## src/rtl/rf_wb_arbiter.sv

```systemverilog
// Arbitrates register-file writeback between the pipeline and an auxiliary multicycle unit.
// The pipeline normally wins; a starved aux request gets one forced priority cycle.
module rf_wb_arbiter #(
  parameter int unsigned STARVE_LIMIT = 4
) (
  input  logic        CLK,
  input  logic        nRST,
  input  logic        pipe_wen,
  input  logic [4:0]  pipe_wsel,
  input  logic [31:0] pipe_wdat,
  output logic        pipe_stall,
  input  logic        aux_valid,
  input  logic [4:0]  aux_wsel,
  input  logic [31:0] aux_wdat,
  output logic        aux_ready,
  output logic        rf_WEN,
  output logic [4:0]  rf_wsel,
  output logic [31:0] rf_wdat,
  output logic        prio_active
);

  localparam logic [0:0] StNormal   = 1'b0;
  localparam logic [0:0] StPriority = 1'b1;
  localparam logic [3:0] LimitM1    = 4'(STARVE_LIMIT - 1);

  logic [0:0]  r_state;
  logic [0:0]  w_state_d;
  logic [3:0]  r_wait_cnt;
  logic [3:0]  w_wait_cnt_d;

  logic        w_pipe_req;
  logic        w_aux_req;
  logic        w_force;
  logic        w_aux_ready;
  logic        w_stall;
  logic        w_blocked;
  logic        w_wen;
  logic [4:0]  w_wsel;
  logic [31:0] w_wdat;

  always_comb begin
    w_pipe_req  = pipe_wen && (pipe_wsel != 5'd0);
    w_aux_req   = aux_valid && (aux_wsel != 5'd0);
    w_force     = (r_state == StPriority) && w_aux_req;
    w_aux_ready = 1'b0;
    w_stall     = 1'b0;
    w_blocked   = 1'b0;
    w_wen       = 1'b0;
    w_wsel      = 5'd0;
    w_wdat      = 32'd0;

    // Writes to r0 are acknowledged and dropped.
    if (aux_valid && (aux_wsel == 5'd0)) begin
      w_aux_ready = 1'b1;
    end

    if (w_force) begin
      w_aux_ready = 1'b1;
      w_stall     = 1'b1;
      w_wen       = 1'b1;
      w_wsel      = aux_wsel;
      w_wdat      = aux_wdat;
    end else if (w_pipe_req) begin
      w_wen  = 1'b1;
      w_wsel = pipe_wsel;
      w_wdat = pipe_wdat;
      // Same destination: the pipe result is younger, so the aux write is simply retired.
      if (w_aux_req) begin
        if (aux_wsel == pipe_wsel) begin
          w_aux_ready = 1'b1;
        end else begin
          w_blocked = 1'b1;
        end
      end
    end else if (w_aux_req) begin
      w_aux_ready = 1'b1;
      w_wen       = 1'b1;
      w_wsel      = aux_wsel;
      w_wdat      = aux_wdat;
    end
  end

  always_comb begin
    w_state_d    = StNormal;
    w_wait_cnt_d = w_blocked ? (r_wait_cnt + 4'd1) : 4'd0;
    if ((r_state == StNormal) && w_blocked && (r_wait_cnt == LimitM1)) begin
      w_state_d = StPriority;
    end
  end

  always_ff @(posedge CLK or negedge nRST) begin
    if (!nRST) begin
      r_state    <= StNormal;
      r_wait_cnt <= 4'd0;
      rf_WEN     <= 1'b0;
      rf_wsel    <= 5'd0;
      rf_wdat    <= 32'd0;
    end else begin
      r_state    <= w_state_d;
      r_wait_cnt <= w_wait_cnt_d;
      rf_WEN     <= w_wen;
      rf_wsel    <= w_wsel;
      rf_wdat    <= w_wdat;
    end
  end

  assign aux_ready   = w_aux_ready & nRST;
  assign pipe_stall  = w_stall & nRST;
  assign prio_active = (r_state == StPriority);

endmodule

```

## config.mk

```make
export PLATFORM = sky130hd
export DESIGN_NAME = rf_wb_arbiter
export DESIGN_NICKNAME = d
export VERILOG_FILES = /design/src/rtl/rf_wb_arbiter.sv
export SDC_FILE = /design/constraint.sdc
export NUM_CORES = 1
export LEC_CHECK = 0
export CAP_MARGIN = 5
export CORE_MARGIN = 3
export CORE_UTILIZATION = 38
export DETAILED_ROUTE_END_ITERATION = 16
export MAX_ROUTING_LAYER = met4
export PLACE_DENSITY = 0.88
export RECOVER_POWER = 100
export SETUP_SLACK_MARGIN = 0.15
export SLEW_MARGIN = 20
export SYNTH_ARGS = -nofsm -noshare
export SYNTH_HDL_FRONTEND = slang
export SYNTH_SLANG_ARGS = --single-unit
```

## constraint.sdc

```tcl
create_clock -name CLK -period 1.9 [get_ports CLK]
set_input_delay 0.19 -clock CLK [delete_from_list [all_inputs] [get_ports CLK]]
set_output_delay 0.19 -clock CLK [all_outputs]
set_load 0.02 [all_outputs]
```

==> run summary <==
## Outcome
- run status: complete, no violations

## Worst hold path
- class of the most critical hold timing path: in2async

## GRT
- routing usage on met3: 5.75%
- pin count of the biggest net entering global routing: 44
- initial antenna violation count: 0
- via count of the first global-routing pass: 1706
- met1 GRT Util: 24.6%
- first-pass GRT wire length: 8.41 mm
- routing usage on met2: 36.4%
- total gr overflow: 0
- global-route usage over all layers: 21.2%
- global routing's busiest layer: met2

## Placement
- number of I/O port buffers: 118
- Final GP Congestion: 0.806
- placed standard-cell area: 3160 µm²
- HPWL reported at the end of detailed placement: 4.22 mm

## Clock tree
- H-tree levels: 2
- worst-skew pair later-pin latency: 0.29 ns
- TritonCTS Sinks: 43
- CTS tree: yes
- clock-pin slew on the worst setup and hold paths: 0.08 ns
- maximum root-to-sink buffer count: 2
- Clk Tree Root Cell: sky130_fd_sc_hd__clkbuf_8
- hold_buf cts: 0
- Inserted Clock Buffers: 5

## STA
- slew at the pin closest to its max-slew limit: 1.06 ns
- RSZ-0062 raised after global routing: false
- final number of setup-violating endpoints: 0
- clock skew after layout: 0.00422 ns
- total count of max-transition violations in the final report: 0
- final hold violation count: 0
- min cycle time layout: 1.75 ns
- highest clock frequency the design can meet: 570 MHz
- share of the clock period used by the worst path: 92.4%
- Max-Slew Margin vs Limit: 29.3%

## Die
- Die Width: 73.9 µm
- Die Span Y: 73.9 µm
- effective utilization at floorplan: 39.7%
- Floorplan Core Area: 4410 µm²
- std cell rows: 24
- total die area: 5460 µm²
- total I/O pin count: 119

## Power and ir drop
- leakage power summed over all cells: 1.48 nW
- clock share of power: 30.1%
- Seq pwr share: 44.4%
- Gate power share: 25.5%
- switching power of the nets: 550 µW
- power per cell area: 681 nW/µm²
- internal cell power: 1.69 mW
- switching part of the total power: 24.6%
- IR drop worst, VDD: 0.352 mV

## Critical path
- startpoint of the worst-slack reg-to-reg timing path: prio_active$_DFF_PN0_
- Crit. End Element: output port
- worst-path cell with the longest stage delay: sky130_fd_sc_hd__or4_1
- end of the worst register-to-register path: rf_wdat[1]$_DFF_PN0_
- maximum fanout along the worst path: 2
- depth of the worst register-to-register path: 6
- worst endpoint required time: 1.71 ns
- Worst Setup SP: pipe_wsel[3]
- cell breakdown of the critical path: dlygate4sd2_1 -> or4_1 -> o211a_4 -> a31oi_4 -> buf_6
- element type at the critical path start: primary input
- setup slack, reg-to-reg: 0.59 ns
- crit path to: aux_ready
- highest cell delay on the worst timing path: 0.54 ns
- data arrival time at the worst-slack endpoint: 1.56 ns
- critical setup path kind: in2out

## Layout
- number of nets in the layout: 350
- layout cell share with drive strength beyond 1: 18.1%
- ant diodes: 0
- post-layout utilization of the core: 74.5%
- fillers: 308
- area growth from synthesis to final layout: 87.5%
- total non-filler cell area in the finished layout: 3290 µm²

## Routing
- total detailed-routing wirelength: 5.60 mm
- drt pass-1 iters: 4
- number of DRC markers after the initial detailed-route iteration: 57
- total via count after detailed routing: 1645
- Residual DRC: 0
- antenna viol nets, final: 0
- post-DR vias/cell: 5.09
- routed length per instance: 17.3 µm

## Yosys
- fraction of the yosys area taken by sequential cells: 61.4%
- mean instance size in the synthesized netlist: 13.8 µm²
- post-synth cell types: 30
- Yosys top cell area share: 61.4%
- cell area after synthesis: 1750 µm²
- Post-Syn Nets: 206
- number of instances in the synthesized netlist: 127
- warnings from Yosys: 0
- top cells by area, synth: sky130_fd_sc_hd__dfrtp_1, sky130_fd_sc_hd__a22o_1, sky130_fd_sc_hd__a22o_2, sky130_fd_sc_hd__xor2_1, sky130_fd_sc_hd__buf_6
- cell taking the most area after synthesis: sky130_fd_sc_hd__dfrtp_1
- Seq cells post-synth: 43

## Job
- max-cap check violation count: 0

synth_stat cells:
| cell type | instances |
|---|---|
| sky130_fd_sc_hd__dfrtp_1 | 43 |
| sky130_fd_sc_hd__a22o_2 | 4 |
| sky130_fd_sc_hd__buf_4 | 1 |
| sky130_fd_sc_hd__or2_2 | 1 |
| sky130_fd_sc_hd__a31oi_1 | 1 |
| sky130_fd_sc_hd__o21ai_0 | 1 |
| sky130_fd_sc_hd__or4_4 | 2 |
| sky130_fd_sc_hd__a22o_1 | 31 |
| sky130_fd_sc_hd__nor4_1 | 3 |
| sky130_fd_sc_hd__clkbuf_1 | 1 |
| sky130_fd_sc_hd__a21oi_4 | 1 |
| sky130_fd_sc_hd__buf_6 | 3 |
| sky130_fd_sc_hd__nand3_1 | 3 |
| sky130_fd_sc_hd__o211a_2 | 1 |
| sky130_fd_sc_hd__buf_2 | 2 |
| sky130_fd_sc_hd__xnor2_1 | 3 |
| sky130_fd_sc_hd__a31o_2 | 1 |
| sky130_fd_sc_hd__nor2_4 | 1 |
| sky130_fd_sc_hd__nand2_1 | 4 |
| sky130_fd_sc_hd__nor3_1 | 1 |
| sky130_fd_sc_hd__a32o_1 | 2 |
| sky130_fd_sc_hd__o21ai_2 | 2 |
| sky130_fd_sc_hd__nor2_1 | 4 |
| sky130_fd_sc_hd__xor2_1 | 4 |
| sky130_fd_sc_hd__ha_1 | 1 |
| sky130_fd_sc_hd__inv_1 | 1 |
| sky130_fd_sc_hd__nand2b_1 | 1 |
| sky130_fd_sc_hd__nor2b_1 | 1 |
| sky130_fd_sc_hd__and2_1 | 2 |
| sky130_fd_sc_hd__o21a_4 | 1 |
per-stage QoR:
stage	setup WS (ns)	std cells	hold slack, ns	setup TNS [ns]	power, mW
finish	0.145	323	0.244	0	2.24
global route	0.0755	323	0.332	0	2.33
detailed placement	-0.554	315	0.325	-9.69	1.61
floorplan	0.267	127	-0.106	0	1.22
global placement	-0.581	315	0.325	-8.52	1.59
CTS	0.161	322	0.00499	0	2.29
cell usage in the layout (no fill, tap or decap), types with 2 or more instances in the layout:
cell / count
sky130_fd_sc_hd__or4_1: 2
sky130_fd_sc_hd__clkbuf_1: 4
sky130_fd_sc_hd__xnor2_1: 2
sky130_fd_sc_hd__buf_4: 19
sky130_fd_sc_hd__nor2_1: 4
sky130_fd_sc_hd__nor4_1: 3
sky130_fd_sc_hd__a32o_1: 2
sky130_fd_sc_hd__clkdlybuf4s15_1: 3
sky130_fd_sc_hd__xor2_1: 4
sky130_fd_sc_hd__buf_12: 3
sky130_fd_sc_hd__nand3_1: 2
sky130_fd_sc_hd__a22o_2: 4
sky130_fd_sc_hd__nand2_1: 4
sky130_fd_sc_hd__o21ai_2: 3
sky130_fd_sc_hd__and2_1: 2
sky130_fd_sc_hd__clkdlybuf4s50_1: 67
sky130_fd_sc_hd__a22o_1: 31
sky130_fd_sc_hd__dfrtp_1: 43
sky130_fd_sc_hd__dlygate4sd2_1: 5
sky130_fd_sc_hd__clkbuf_8: 5
sky130_fd_sc_hd__dlygate4sd3_1: 39
sequential cells by signal, summed over array words and instances (netlist names):
| signal | cells |
|---|---|
| rf_wdat | 32 |
| rf_wsel | 5 |
| r_wait_cnt | 4 |
| prio_active | 1 |
| rf_WEN | 1 |
per-layer routing:
layer,share of wire (%),routed length (µm)
met5,0,0
met1,39,2160
met4,1.2,68
met2,52,2890
met3,8.5,476
critical path: cells and delay by family:
kind | cells | cell delay (ns)
AO/OA/AOI/OAI | 2 | 0.46
buffers and inverters | 2 | 0.37
AND/OR/NAND/NOR | 1 | 0.54
kinds of logic after synthesis:
| logic type | count (synthesis) | synth area share, % |
|---|---|---|
| AOI/OAI and AO/OA | 45 | 23.4 |
| xor gates and xnor gates | 7 | 3.50 |
| adders and majority gates | 1 | 0.714 |
| buffers and inverters | 8 | 3.35 |
| DFF | 43 | 61.4 |
| and+or+nand+nor | 23 | 7.64 |
power groups by stage:
| stage | Combinational, mW | Clock, mW | Sequential (mW) |
|---|---|---|---|
| 2_1_floorplan | 0.123 | 0 | 1.10 |
| 3_3_place_gp | 0.583 | 0 | 1.01 |
| 3_5_place_dp | 0.592 | 0 | 1.02 |
| 4_1_cts | 0.597 | 0.692 | 0.998 |
| 5_1_grt | 0.607 | 0.727 | 1.00 |
| 6_report | 0.571 | 0.674 | 0.993 |
repair_timing:
action | 4_1_cts | 5_1_grt
buffers inserted | 0 | 1
setup endpoints to repair | 39 | 1
gates resized for setup | 27 | 5
pin swaps | 5 | 4
how the worst min path moves through the flow:
stage,endpoint,slack (ns)
2_1_floorplan,prio_active$_DFF_PN0_,-0.11
3_3_place_gp,rf_wsel[2]$_DFF_PN0_,0.32
3_5_place_dp,prio_active$_DFF_PN0_,0.33
4_1_cts,rf_wdat[7]$_DFF_PN0_,0.005
5_1_grt,rf_wsel[2]$_DFF_PN0_,0.33
6_report,rf_wdat[24]$_DFF_PN0_,0.24
final cells by class:
type | count | area [µm²] | share of cell area, %
inverters | 1 | 3.75 | 0.114
clock buffers | 6 | 72.6 | 2.21
well taps | 52 | 65.1 | 1.98
flip-flops and latches | 43 | 1080 | 32.7
repair buffers | 144 | 1390 | 42.3
multi-input cells | 76 | 649 | 19.8
clock inverters | 1 | 30.0 | 0.914
No activity file was read; power rests on OpenSTA's default activity.
